**src/rtl/controle_rega.sv**
```systemverilog
`default_nettype none
// ============================================================================
// Module      : controle_rega
// Description : Irrigation sequencing controller. Picks sprinkler or drip,
//               times irrigation and cleaning cycles, latches error state.
// Revision    : 1.0 - initial release
// ============================================================================
module controle_rega #(
    parameter int T_ASP  = 10,
    parameter int T_GOT  = 20,
    parameter int T_LIMP = 5,
    parameter int CW     = 8
) (
    input  logic       clk,
    input  logic       reset,
    input  logic       solo_seco,
    input  logic       modo_got,
    input  logic       nivel_baixo,
    input  logic       pedido_limpeza,
    input  logic       erro_valida,
    input  logic       reconhece,
    output logic [1:0] mef1,
    output logic       asp,
    output logic       got,
    output logic       limpeza,
    output logic       alarme,
    output logic       fim_rega
);

    localparam logic [1:0] c_ocioso  = 2'b00;
    localparam logic [1:0] c_limpeza = 2'b01;
    localparam logic [1:0] c_erro    = 2'b10;
    localparam logic [1:0] c_rega    = 2'b11;

    // Timers count down to zero, so the load value is length minus one.
    localparam logic [CW-1:0] c_t_asp  = CW'(T_ASP - 1);
    localparam logic [CW-1:0] c_t_got  = CW'(T_GOT - 1);
    localparam logic [CW-1:0] c_t_limp = CW'(T_LIMP - 1);

    logic [1:0]    r_state;
    logic [CW-1:0] r_timer;
    logic          r_tipo;
    logic          r_pendente;
    logic          r_asp;
    logic          r_got;
    logic          r_limpeza;
    logic          r_alarme;
    logic          r_fim_rega;

    logic [1:0]    w_state_nxt;
    logic [CW-1:0] w_timer_nxt;
    logic          w_tipo_nxt;
    logic          w_pendente_nxt;
    logic          w_fim_nxt;

    always_comb begin
        w_state_nxt = r_state;
        w_timer_nxt = r_timer;
        w_tipo_nxt  = r_tipo;
        w_fim_nxt   = 1'b0;
        case (r_state)
            c_ocioso: begin
                if (nivel_baixo | erro_valida) begin
                    w_state_nxt = c_erro;
                end else if (pedido_limpeza | r_pendente) begin
                    w_state_nxt = c_limpeza;
                    w_timer_nxt = c_t_limp;
                end else if (solo_seco) begin
                    w_state_nxt = c_rega;
                    w_tipo_nxt  = modo_got;
                    w_timer_nxt = modo_got ? c_t_got : c_t_asp;
                end
            end
            c_rega: begin
                // Abort wins over a run that would end on this same edge.
                if (nivel_baixo | erro_valida) begin
                    w_state_nxt = c_erro;
                end else if (r_timer == '0) begin
                    w_state_nxt = c_ocioso;
                    w_fim_nxt   = 1'b1;
                end else begin
                    w_timer_nxt = r_timer - CW'(1);
                end
            end
            c_limpeza: begin
                if (nivel_baixo) begin
                    w_state_nxt = c_erro;
                end else if (r_timer == '0) begin
                    w_state_nxt = c_ocioso;
                end else begin
                    w_timer_nxt = r_timer - CW'(1);
                end
            end
            c_erro: begin
                if (reconhece & ~nivel_baixo & ~erro_valida) begin
                    w_state_nxt = c_ocioso;
                end
            end
            default: w_state_nxt = c_ocioso;
        endcase
    end

    // Entering cleaning consumes the request, even one arriving that cycle.
    always_comb begin
        w_pendente_nxt = r_pendente;
        if ((r_state != c_limpeza) && (w_state_nxt == c_limpeza)) begin
            w_pendente_nxt = 1'b0;
        end else if (pedido_limpeza && (r_state != c_limpeza)) begin
            w_pendente_nxt = 1'b1;
        end
    end

    always_ff @(posedge clk or posedge reset) begin
        if (reset) begin
            r_state    <= c_ocioso;
            r_timer    <= '0;
            r_tipo     <= 1'b0;
            r_pendente <= 1'b0;
            r_asp      <= 1'b0;
            r_got      <= 1'b0;
            r_limpeza  <= 1'b0;
            r_alarme   <= 1'b0;
            r_fim_rega <= 1'b0;
        end else begin
            r_state    <= w_state_nxt;
            r_timer    <= w_timer_nxt;
            r_tipo     <= w_tipo_nxt;
            r_pendente <= w_pendente_nxt;
            r_asp      <= (w_state_nxt == c_rega) & ~w_tipo_nxt;
            r_got      <= (w_state_nxt == c_rega) &  w_tipo_nxt;
            r_limpeza  <= (w_state_nxt == c_limpeza);
            r_alarme   <= (w_state_nxt == c_erro);
            r_fim_rega <= w_fim_nxt;
        end
    end

    assign mef1     = r_state;
    assign asp      = r_asp;
    assign got      = r_got;
    assign limpeza  = r_limpeza;
    assign alarme   = r_alarme;
    assign fim_rega = r_fim_rega;

endmodule
`default_nettype wire

```
**config.mk**
```make
export PLATFORM = sky130hd
export DESIGN_NAME = controle_rega
export DESIGN_NICKNAME = d
export VERILOG_FILES = /design/src/rtl/controle_rega.sv
export SDC_FILE = /design/constraint.sdc
export NUM_CORES = 1
export LEC_CHECK = 0
export BUFFER_PORTS_ARGS = -buffer_cell sky130_fd_sc_hd__buf_2
export CORE_MARGIN = 4
export CORE_UTILIZATION = 55
export CTS_CLUSTER_SIZE = 16
export DETAILED_ROUTE_END_ITERATION = 8
export PLACE_DENSITY = 0.78
export SKIP_CTS_REPAIR_TIMING = 1
export SLEW_MARGIN = 20
export SYNTH_ARGS = -nofsm -noshare
export SYNTH_HDL_FRONTEND = slang
export SYNTH_SLANG_ARGS = --single-unit
```
**constraint.sdc**
```tcl
create_clock -name clk -period 4 [get_ports clk]
set_clock_uncertainty 0.1 [all_clocks]
set_input_delay 0.8 -clock clk [delete_from_list [all_inputs] [get_ports clk]]
set_output_delay 0.8 -clock clk [all_outputs]
set_load 0.01 [all_outputs]
```
# == Word-level counts from Yosys, hierarchy flattened ==
# Index checks and enable logic that the tools add are counted.
# classes
addsub,1
n_eq_ne,11
n_mux,25
n_bitwise,9
reduce_logical,7
# ops
cell,n
$mux W8,6
$pmux W8 S3,1
$mux W2,7
$mux W1,9
$eq A2 B2 Y1 const B,4
$logic_not A8 Y1,1
$pmux W2 S4,1
$sub A8 B1 Y8 const B,1
$ne A2 B2 Y1 const B,3
$mux W5,1
$reduce_and A5 Y1,1
$and A1 B1 Y1,4
$eq A2 B1 Y1 const B,2
$ne A3 B3 Y1 const B,1
$not A1 Y1,3
$reduce_bool A3 Y1,1
$logic_and A1 B1 Y1,2
$logic_not A2 Y1,1
$ne A2 B1 Y1 const B,1
$or A1 B1 Y1,2
$reduce_bool A2 Y1,1
# totals
reg_bits,17
out_inout_bits,7
wordCells,62

# == Logic depth before layout (Yosys ltp) ==
# Gate-level depths: netlist of run 1.
# logic_depth
word_depth,8
ltp_mapped,8
depth_no_buf,7

# == Worst setup path after synthesis of run 1 ==
# Ideal clock, no wire load.
# synth_path
path_type,flip-flop to flip-flop
from,register r_timer[0]
to,register r_timer[1]
setup_time_ns,0.125
arrival_time_ns,1.881
setup_slack_ns,1.894
stages_incl_launch_ff,9
path_buffers,1
cell_sequence,dfrtp_1 > inv_1 > ha_1 > or3b_1 > buf_2 > or3_1 > nand3_2 > inv_2 > mux2_4
# synth_between
elab_chain_len,4
elab_cells_between_ends,6
cone_classes,1 x add/sub; 4 x mux; 1 x reduce/logical
# synth_lines
element,line,source
"start, declared",41,logic [CW-1:0] r_timer;
"start signal, assigned",126,r_timer <= w_timer_nxt;
$sub A8 B1 Y8 or $logic_not A8 Y1 (tied branches),-,
$mux W8 *,"78, 88",
"$mux W8, on equally long branches","86, 76",
$pmux W8 S3 *,61,case (r_state)
# Every way passes the cells marked *; elsewhere a longest branch is shown, timed or not. The select of a mux whose other input is x is not followed.
# A chain may end at the register's enable or synchronous reset.

# == Worst setup path in the final report of run 1 ==
# layout_path
from,register r_timer[0]
to,"register r_limpeza, in the netlist limpeza"
# layout_between
elab_chain_len,5
elab_cells_between_ends,6
cone_classes,1 x eq/ne; 4 x mux; 1 x reduce/logical
# layout_lines
element,line,source
$logic_not A8 Y1 *,"78, 88",
$mux W2 *,"78, 88",
"$mux W2, on equally long branches","86, 76",
$pmux W2 S4 *,61,
$eq A2 B1 Y1 *,131,r_limpeza <= (w_state_nxt == c_limpeza);
"end signal, assigned",131,
"end, declared",46,logic r_limpeza;
# Every way passes the cells marked *; elsewhere a longest branch is shown, timed or not.

==> impl_metrics.json, run 1 <==
{
  "status": "complete, no violations",
  "grt_max_degree": 18,
  "initial_core_util_pct": 59.4,
  "syn_nets": 107,
  "comb_power_share_pct": 22.9,
  "placed_area_um2": 996,
  "routed_wl_um": 1860,
  "ff2ff_path_depth": 6,
  "rows": 14,
  "required_ps": 4140,
  "whs_endpoint": "r_tipo$_DFF_PP0_",
  "grt_pass1_wl_um": 3130,
  "end_kind": "flop",
  "drv_cap": 0,
  "whs_path_depth": 1,
  "fin_area_um2": 1020,
  "grt_pass1_vias": 732,
  "synth_area_per_cell_um2": 9.35,
  "seqCellArea_um2": 425,
  "dr.pass1.iters": 4,
  "min-delay-start": "r_tipo$_DFF_PP0_",
  "grt.total_usage_pct": 17.3,
  "fin_ws_ps": 1750,
  "dp_slack_ps": 1650,
  "ant_nets": 0,
  "crit_chain": "inv_1, ha_1, or3b_1, nor4_1, a211o_1, and2_1",
  "hpwlAfterDp_um": 1390,
  "final_util_pct": 66.4,
  "clkLatencyLatePin_ps": 310,
  "hold_class": "reg2reg",
  "dieHeight_um": 48.8,
  "die_area_um2": 2380,
  "power_leakage_uw": 0.000470,
  "dr.first_iter.drc_count": 21,
  "clock.fmax_ghz": 0.445,
  "yosys_warnings": 0,
  "p_switching_uw": 137,
  "synth_cell_types": 34,
  "slew_viol_final": 0,
  "setup_viol": 0,
  "routabilityCongestion": 0.856,
  "fillers": 129,
  "port_buffers": 14,
  "vias": 796,
  "cts_root_buffer": "clkbuf_4",
  "fin_nets": 124,
  "ys_seq_elements": 17,
  "syn2layout_area_growth_pct": 11.7,
  "fin_tns_setup_ps": 0,
  "synth_top_cell_by_area": "dfrtp_1",
  "worstPathArrival_ps": 2390,
  "chipWidth_um": 48.8,
  "total_power_uw": 409,
  "synth_area_leaders": "dfrtp_1, a21oi_1, nor2_1",
  "worst-path-max-fanout": 7,
  "critPathKind": "reg2reg",
  "ios": 15,
  "grt_overflow": 0,
  "syn-cell-area_um2": 916,
  "slowest_delay_ps": 520,
  "antenna_found_initial": 0,
  "min_period_over_period_pct": 56.2,
  "p_seq_share_pct": 53.4,
  "slew_headroom_pct": 59.7,
  "r2r_slack_ps": 1750,
  "layout-drive-gt1-share_pct": 22.8,
  "clkPwrFrac_pct": 23.7,
  "multiInputGateArea_um2": 454,
  "yosysTopAreaCellShare_pct": 46.4,
  "clk_path_buf_depth": 2,
  "rsz0062_at_grt": "no",
  "start_kind": "flop",
  "reg2reg_to": "limpeza$_DFF_PP0_",
  "r2r-start": "r_timer[0]$_DFFE_PP0P_",
  "synth_cells": 98,
  "n_antenna_cell": 0,
  "cts.reportedPaths.clkPinSlew_ps": 110,
  "htreeDepth": 1,
  "core_area_um2": 1540,
  "power.density_nw_per_um2": 400,
  "sw_frac_of_total_pct": 33.4,
  "crit_path_top_delay_cell": "nor4_1",
  "hold_viol": 0,
  "via_per_inst": 6.12,
  "critPathTopFamily": "simple AND/OR/NAND/NOR gates",
  "cts_sinks": 17,
  "power.internal_uw": 273,
  "avgRoutedWirePerCell_um": 14.3,
  "drc_errors": 0,
  "vdd_drop_max_mv": 0.274,
  "seq_area_frac_synth_pct": 46.4,
  "cp_num_buf_inv": 1,
  "cts_buffers": 3,
  "tritoncts": "done",
  "tightest_slew_ps": 603,
  "layout_min_cycle_time_ps": 2250
}
## registers in the layout, summed over array words and instances (netlist names)
name and cells:
alarme 1, r_timer 8, fim_rega 1, asp 1, r_tipo 1, limpeza 1, got 1, mef1 2
r_pendente 1
## cells by family (layout without fill, tap and decap cells)
logic type               Yosys count  count (layout)  synth area share [%]
flip-flops                        17              17                  46.4
multiplexers                       3               3                  3.82
buffers and inverters              9              25                  3.96
AO/OA/AOI/OAI                     20              20                  13.9
adder cells (fa/ha/maj)            1               1                  1.37
AND/OR/NAND/NOR                   48              48                  30.5
## cell usage in the layout (no fill, tap or decap), types with 2 or more instances in the layout
master	Yosys	layout
dfrtp_1	17	17
buf_2	2	14
nor2_1	7	7
a21oi_1	7	7
nand2_1	6	6
inv_1	6	6
nor3_1	5	5
or3_1	4	4
o21ai_0	4	4
nor4_1	3	3
nand4_1	3	3
or2_2	3	3
nand3_1	3	3
nand2b_1	3	3
clkbuf_4	0	3
nor3b_1	2	2
o22ai_1	2	2
and2_1	2	2
o31ai_1	2	2
mux2i_1	2	2
## how the worst max path moves through the flow
stage                        endpoint  cells past startpoint  slack, ps                   start
2_1_floorplan  r_timer[1]$_DFFE_PP0P_                      8       1890  r_timer[0]$_DFFE_PP0P_
3_3_place_gp            got$_DFF_PP0_                      5       1680             nivel_baixo
3_5_place_dp        limpeza$_DFF_PP0_                      5       1650             nivel_baixo
4_1_cts        r_timer[1]$_DFFE_PP0P_                      7       1790  r_timer[0]$_DFFE_PP0P_
5_1_grt             limpeza$_DFF_PP0_                      6       1660  r_timer[0]$_DFFE_PP0P_
6_report            limpeza$_DFF_PP0_                      6       1750  r_timer[0]$_DFFE_PP0P_
## layer usage
metal	track usage (%)	wire [µm]	part of all wire (%)	vias to the layer above
li1	-	-	-	389
met1	21.2	779	42	372
met2	26.3	905	49	25
met3	4.28	116	6.2	10
met4	12.1	58	3.1	0
met5	0	0	0	-
## worst reg2reg max path, delay by kind of cell (launching register included)
family | cells | cell delay, ps
buffers and inverters | 1 | 100
adders and majority gates | 1 | 190
and+or+nand+nor | 3 | 1130
AOI/OAI and AO/OA | 1 | 260
DFF | 1 | 410
## layout make-up
type / count / area share [%]
tap: 16 / 1.96
clock inverter: 1 / 0.489
sequential: 17 / 41.6
inverter: 7 / 2.57
multi-input combinational: 72 / 44.4
clock buffer: 3 / 2.20
timing repair buffer: 14 / 6.85
## power groups by stage
stage / logic, µW / registers, µW / clock network (µW)
floorplan: 75.9 / 215 / 0
global placement: 93.5 / 219 / 0
detailed placement: 93.3 / 221 / 0
CTS: 93.5 / 218 / 97.9
global route: 109 / 223 / 108
finish: 93.6 / 219 / 96.8
## cells in the mapped netlist
library cell and count:
nor2_1 7, and4b_1 1, or3b_2 1, nand4_1 3, o21a_1 1, a21bo_2 1, nor2b_1 1, nand3_1 3
o21ai_0 4, a211o_1 1, mux2_4 1, inv_2 1, dfrtp_1 17, nand2_1 6, nor3b_1 2, mux2i_1 2
o211a_1 1, or4_1 1, buf_2 2, nand2b_1 3, or3b_1 1, o22ai_1 2, ha_1 1, or3_1 4
nor4_1 3, or2_2 3, nor3_1 5, inv_1 6, a21oi_1 7, or4bb_1 1, o22a_1 1, o31ai_1 2
and2_1 2, nand3_2 1
## through the flow
stage | cells | hold slack (ps)
6_report | 130 | 413
2_1_floorplan | 98 | 361
4_1_cts | 130 | 417
5_1_grt | 130 | 441
3_5_place_dp | 126 | 386
3_3_place_gp | 126 | 384
No activity file was read; power rests on OpenSTA's default activity.
==> inputs of run 2 (changes only) <==
Settings changed: ABC_AREA from default to 1, PLACE_DENSITY 0.78 to 0.77.
Clock period 4 ns to 2.22 ns, I/O delays scaled along.
==> run 2 against run 1 <==
Routed wire length grew 3.6%; critical path type is now reg2out; largest cell class unchanged; register-to-register slack lost 1200 ps; clock power grew 71%.
==> impl_metrics.json, run 2 <==
{
  "clkLatencyLatePin_ps": 290,
  "initial_core_util_pct": 58.8,
  "cp.depth": 1,
  "regMostFlops": "r_timer",
  "syn-cell-area_um2": 1030,
  "required_ps": 1680,
  "end_kind": "primary output",
  "syn2layout_area_growth_pct": 11.5,
  "drv_cap": 0,
  "tritoncts": "done",
  "clock.fmax_ghz": 0.584,
  "seqCellArea_um2": 425,
  "fin_nets": 159,
  "clk_path_buf_depth": 2,
  "status": "complete, no violations",
  "slew_viol_final": 0,
  "die_area_um2": 2620,
  "ys_seq_elements": 17,
  "cts_buffers": 3,
  "avgRoutedWirePerCell_um": 11.1,
  "n_antenna_cell": 0,
  "fillers": 155,
  "worst-path-max-fanout": 11,
  "synth_area_leaders": "dfrtp_1, nand2_1, nor2_1",
  "min_period_over_period_pct": 77.2,
  "seq_area_frac_synth_pct": 41.5,
  "synth_commonest_cells": "nand2_1, nor2_1, dfrtp_1, inv_1, o21ai_0",
  "worstPathArrival_ps": 1170,
  "cts.reportedPaths.clkPinSlew_ps": 100,
  "hold_ws_ps": 122,
  "power.density_nw_per_um2": 1290,
  "synth_top_cell_by_area": "dfrtp_1",
  "largest_reg_flops": 8,
  "vdd_drop_max_mv": 0.723,
  "hold_class": "in2async",
  "critPathKind": "reg2out",
  "power_leakage_uw": 0.000605,
  "port_buffers": 14,
  "layout_commonest_cell": "nand2_1",
  "htreeDepth": 1,
  "core_area_um2": 1750,
  "async_flop_share_pct": 100,
  "dr.first_iter.drc_count": 44,
  "layout-drive-gt1-share_pct": 28.9,
  "syn_nets": 141,
  "hpwlAfterDp_um": 1500,
  "antenna_found_initial": 0,
  "grt_overflow": 0,
  "cts_root_buffer": "clkbuf_4",
  "yosysMostFrequentCell": "nand2_1",
  "grt_max_degree": 18,
  "cp_num_buf_inv": 1,
  "slowest_delay_ps": 660,
  "vias": 857,
  "synth_cell_types": 24,
  "crit_chain": "buf_2",
  "ff2ff_path_depth": 10,
  "layout_min_cycle_time_ps": 1710,
  "synth_area_per_cell_um2": 7.77,
  "synth_edf_count": 0,
  "rows": 15,
  "dr.pass1.iters": 4,
  "grt_pass1_vias": 826,
  "grt_pass1_wl_um": 3420,
  "setup_viol": 0,
  "start_kind": "flop",
  "chipWidth_um": 51.2,
  "drc_errors": 0,
  "synth_flop_cell": "dfrtp_1",
  "routabilityCongestion": 0.822,
  "cts_sinks": 17,
  "hold_viol": 0,
  "fin_ws_ps": 507,
  "multiInputGateArea_um2": 510,
  "rsz0062_at_grt": "no",
  "tightest_slew_ps": 651,
  "slew_headroom_pct": 56.6,
  "yosysTopAreaCellShare_pct": 41.5,
  "ant_nets": 0,
  "critPathTopFamily": "flip-flops",
  "final_cell_mix": "nand2_1, nor2_1, dfrtp_1",
  "via_per_inst": 4.93,
  "crit_path_top_delay_cell": "dfrtp_1",
  "fin_tns_setup_ps": 0,
  "grt.total_usage_pct": 17.7,
  "dieHeight_um": 51.2,
  "yosys_warnings": 0,
  "ios": 15,
  "total_power_uw": 1470,
  "routed_wl_um": 1930,
  "synth_cells": 132,
  "dp_slack_ps": 563
}
[run 2: per-layer routing]
layer  vias to the layer above  global-route usage, %  share of wire (%)
met3                         6                   3.79                5.3
met2                        28                   27.9                 46
li1                        441                      -                  -
met5                         -                      0                  0
met1                       382                   21.9                 46
met4                         0                   10.8                2.3
[run 2: area by class of cell]
type / count / area share [%]
clock buffer: 3 / 1.97
clock inverter: 1 / 0.438
sequential: 17 / 37.2
multi-input combinational: 93 / 44.6
timing repair buffer: 14 / 6.13
inverter: 21 / 6.89
tap: 25 / 2.74
[run 2: through the flow]
step                      util (%)  cell area, µm²  instances
after floorplan                  -            1030        132
after global placement        63.9            1120        170
after detailed placement      63.9            1120        170
after CTS                     65.5            1140        174
after global routing          65.5            1140        174
final                         65.5            1140        174
[run 2: path summary, 6_finish.rpt]
| check | from | end | slack, ps |
|---|---|---|---|
| worst min-delay path | reset | r_timer[0]$_DFFE_PP0P_ | 120 |
| worst max-delay path | mef1[0]$_DFF_PP0_ | mef1[0] | 510 |
| max in group asynchronous | reset | mef1[1]$_DFF_PP0_ | 1480 |
| min in group clk | pedido_limpeza | r_pendente$_DFFE_PP0P_ | 330 |
| worst max register to register | r_timer[0]$_DFFE_PP0P_ | r_timer[0]$_DFFE_PP0P_ | 530 |
| worst min register to register | r_tipo$_DFF_PP0_ | r_tipo$_DFF_PP0_ | 410 |
[run 2: kinds of logic after synthesis]
| logic type | synth area share [%] |
|---|---|
| DFF | 41.5 |
| xor gates and xnor gates | 0.854 |
| buffers and inverters | 8.78 |
| adders and majority gates | 1.22 |
| and+or+nand+nor | 35.0 |
| AOI/OAI and AO/OA | 12.7 |
[run 2: worst register-to-register path, stage by stage (launching register included)]
cell and delay [ps]:
dfrtp_1 410, inv_1 100, ha_1 190, nand2_1 80, nor2_1 130, nand2_1 140, nand2_2 110, nand2_1 90
nand2_4 120, nand2_1 60, o21ai_1 80
[run 2: report_power, final]
group	internal, µW	switching, µW	total [µW]	leakage (µW)
combinational	286	477	763	0.000369
clock	67.1	98.6	166	0.0000177
sequential	427	116	543	0.000218
total	780	692	1470	0.000605
==> inputs of run 3 (changes only) <==
Clock period 2.22 ns to 1.6 ns, I/O delays scaled along.
==> run 3 against run 2 <==
Die area did not move; count of clock-buffer cells in the layout rose by 1; non-clock buffer count rose by 6.
==> impl_metrics.json, run 3 (synthesis results as in run 2) <==
{
  "power_leakage_uw": 0.000637,
  "crit_path_top_delay_cell": "dfrtp_1",
  "tightest_slew_ps": 294,
  "clk_path_buf_depth": 2,
  "drv_cap": 0,
  "dr.pass1.iters": 4,
  "start_kind": "flop",
  "grt.total_usage_pct": 18.5,
  "r2r-start": "r_timer[0]$_DFFE_PP0P_",
  "setup_viol": 0,
  "cp_num_buf_inv": 1,
  "layout-drive-gt1-share_pct": 37.2,
  "total_power_uw": 2280,
  "grt_pass1_vias": 830,
  "slew_viol_final": 0,
  "cts_buffers": 3,
  "status": "complete, no violations",
  "hold_ws_ps": 245,
  "ff2ff_path_depth": 10,
  "via_per_inst": 4.91,
  "critPathKind": "reg2reg",
  "n_antenna_cell": 0,
  "core_area_um2": 1750,
  "worst-path-max-fanout": 4,
  "ios": 15,
  "fin_nets": 166,
  "power.internal_uw": 1190,
  "p_seq_share_pct": 33.6,
  "dieHeight_um": 51.2,
  "initial_core_util_pct": 58.8,
  "port_buffers": 14,
  "sw_frac_of_total_pct": 47.9,
  "clkPwrFrac_pct": 10.3,
  "cts_root_buffer": "clkbuf_4",
  "slowest_delay_ps": 420,
  "routed_wl_um": 2260,
  "vias": 888,
  "layout_min_cycle_time_ps": 1550,
  "cp-startpoint": "r_timer[0]$_DFFE_PP0P_",
  "hpwlAfterDp_um": 1620,
  "cts_sinks": 17,
  "clock.fmax_ghz": 0.643,
  "grt_max_degree": 18,
  "die_area_um2": 2620,
  "required_ps": 1740,
  "vdd_drop_max_mv": 1.07,
  "avgRoutedWirePerCell_um": 12.5,
  "end_kind": "flop",
  "crit_chain": "inv_2, ha_4, nand2_2, nor2_4, nand2_2, nand2_4, nand2_4, nand2_2, nand2_1, nand2_1",
  "layout_commonest_cell": "nand2_1",
  "final_util_pct": 71.2,
  "r2r_slack_ps": 50,
  "antenna_found_initial": 0,
  "cp.depth": 10,
  "cts.reportedPaths.clkPinSlew_ps": 100,
  "clkLatencyLatePin_ps": 290,
  "critPathTopFamily": "simple AND/OR/NAND/NOR gates",
  "dr.first_iter.drc_count": 20,
  "placed_area_um2": 1130,
  "routabilityCongestion": 0.831,
  "drc_errors": 0,
  "power.density_nw_per_um2": 1830,
  "slew_headroom_pct": 80.4,
  "rows": 15,
  "tritoncts": "done",
  "largest_reg_flops": 8,
  "htreeDepth": 1,
  "syn2layout_area_growth_pct": 21.1,
  "hold_viol": 0,
  "worstPathArrival_ps": 1700,
  "grt_pass1_wl_um": 3520,
  "hold_class": "in2reg",
  "p_switching_uw": 1090,
  "regMostFlops": "r_timer",
  "chipWidth_um": 51.2,
  "reg2reg_to": "r_timer[4]$_DFFE_PP0P_",
  "min_period_over_period_pct": 97.2,
  "critPathCapture": "r_timer[4]$_DFFE_PP0P_",
  "ant_nets": 0,
  "final_cell_mix": "nand2_1, nor2_1, dfrtp_1",
  "fin_area_um2": 1240,
  "comb_power_share_pct": 56.1,
  "grt_overflow": 0,
  "cp_common_cell": "nand2_2"
}
## run 3: power groups by stage
stage	sequential, µW	clock [µW]	combinational, µW
3_5_place_dp	755	0	1090
4_1_cts	748	240	1090
2_1_floorplan	733	0	857
3_3_place_gp	748	0	1050
6_report	765	235	1280
5_1_grt	782	265	1420
## run 3: metal layers
metal,vias to the layer above,share of wire (%),global-route usage [%]
met5,-,0,0
met4,0,1.8,9.42
met3,5,3.2,2.92
met2,17,52,30.5
met1,412,42,23.3
li1,454,-,-
## run 3: how the worst min path moves through the flow
stage | from | slack [ps] | cells after the start | endpoint
2_1_floorplan | reset | 150 | 1 | alarme$_DFF_PP0_
3_3_place_gp | reset | 240 | 3 | r_tipo$_DFF_PP0_
3_5_place_dp | reset | 240 | 3 | r_tipo$_DFF_PP0_
4_1_cts | reset | -80 | 3 | r_tipo$_DFF_PP0_
5_1_grt | pedido_limpeza | 240 | 3 | r_pendente$_DFFE_PP0P_
6_report | pedido_limpeza | 240 | 3 | r_pendente$_DFFE_PP0P_
## run 3: worst min-delay path, delay by kind of cell
kind,cells,cell delay [ps]
buf+inv,1,100
simple gates,1,120
compound gates,1,60
## run 3: per-stage QoR
step / setup slack, ps / setup TNS (ps) / cells
floorplan: 122 / 0 / 132
detailed placement: -50.9 / -211 / 172
CTS: -78.2 / -383 / 176
global route: -42.2 / -136 / 181
finish: 45.0 / 0 / 181
global placement: 62.2 / 0 / 172
## run 3: cell type report
type                    instances  area [µm²]
inverters                      21        78.8
fillers                       141         503
well taps                      25        31.3
multi-input cells              94         562
clock buffers                   4        26.3
flip-flops and latches         17         427
repair buffers                 20         118
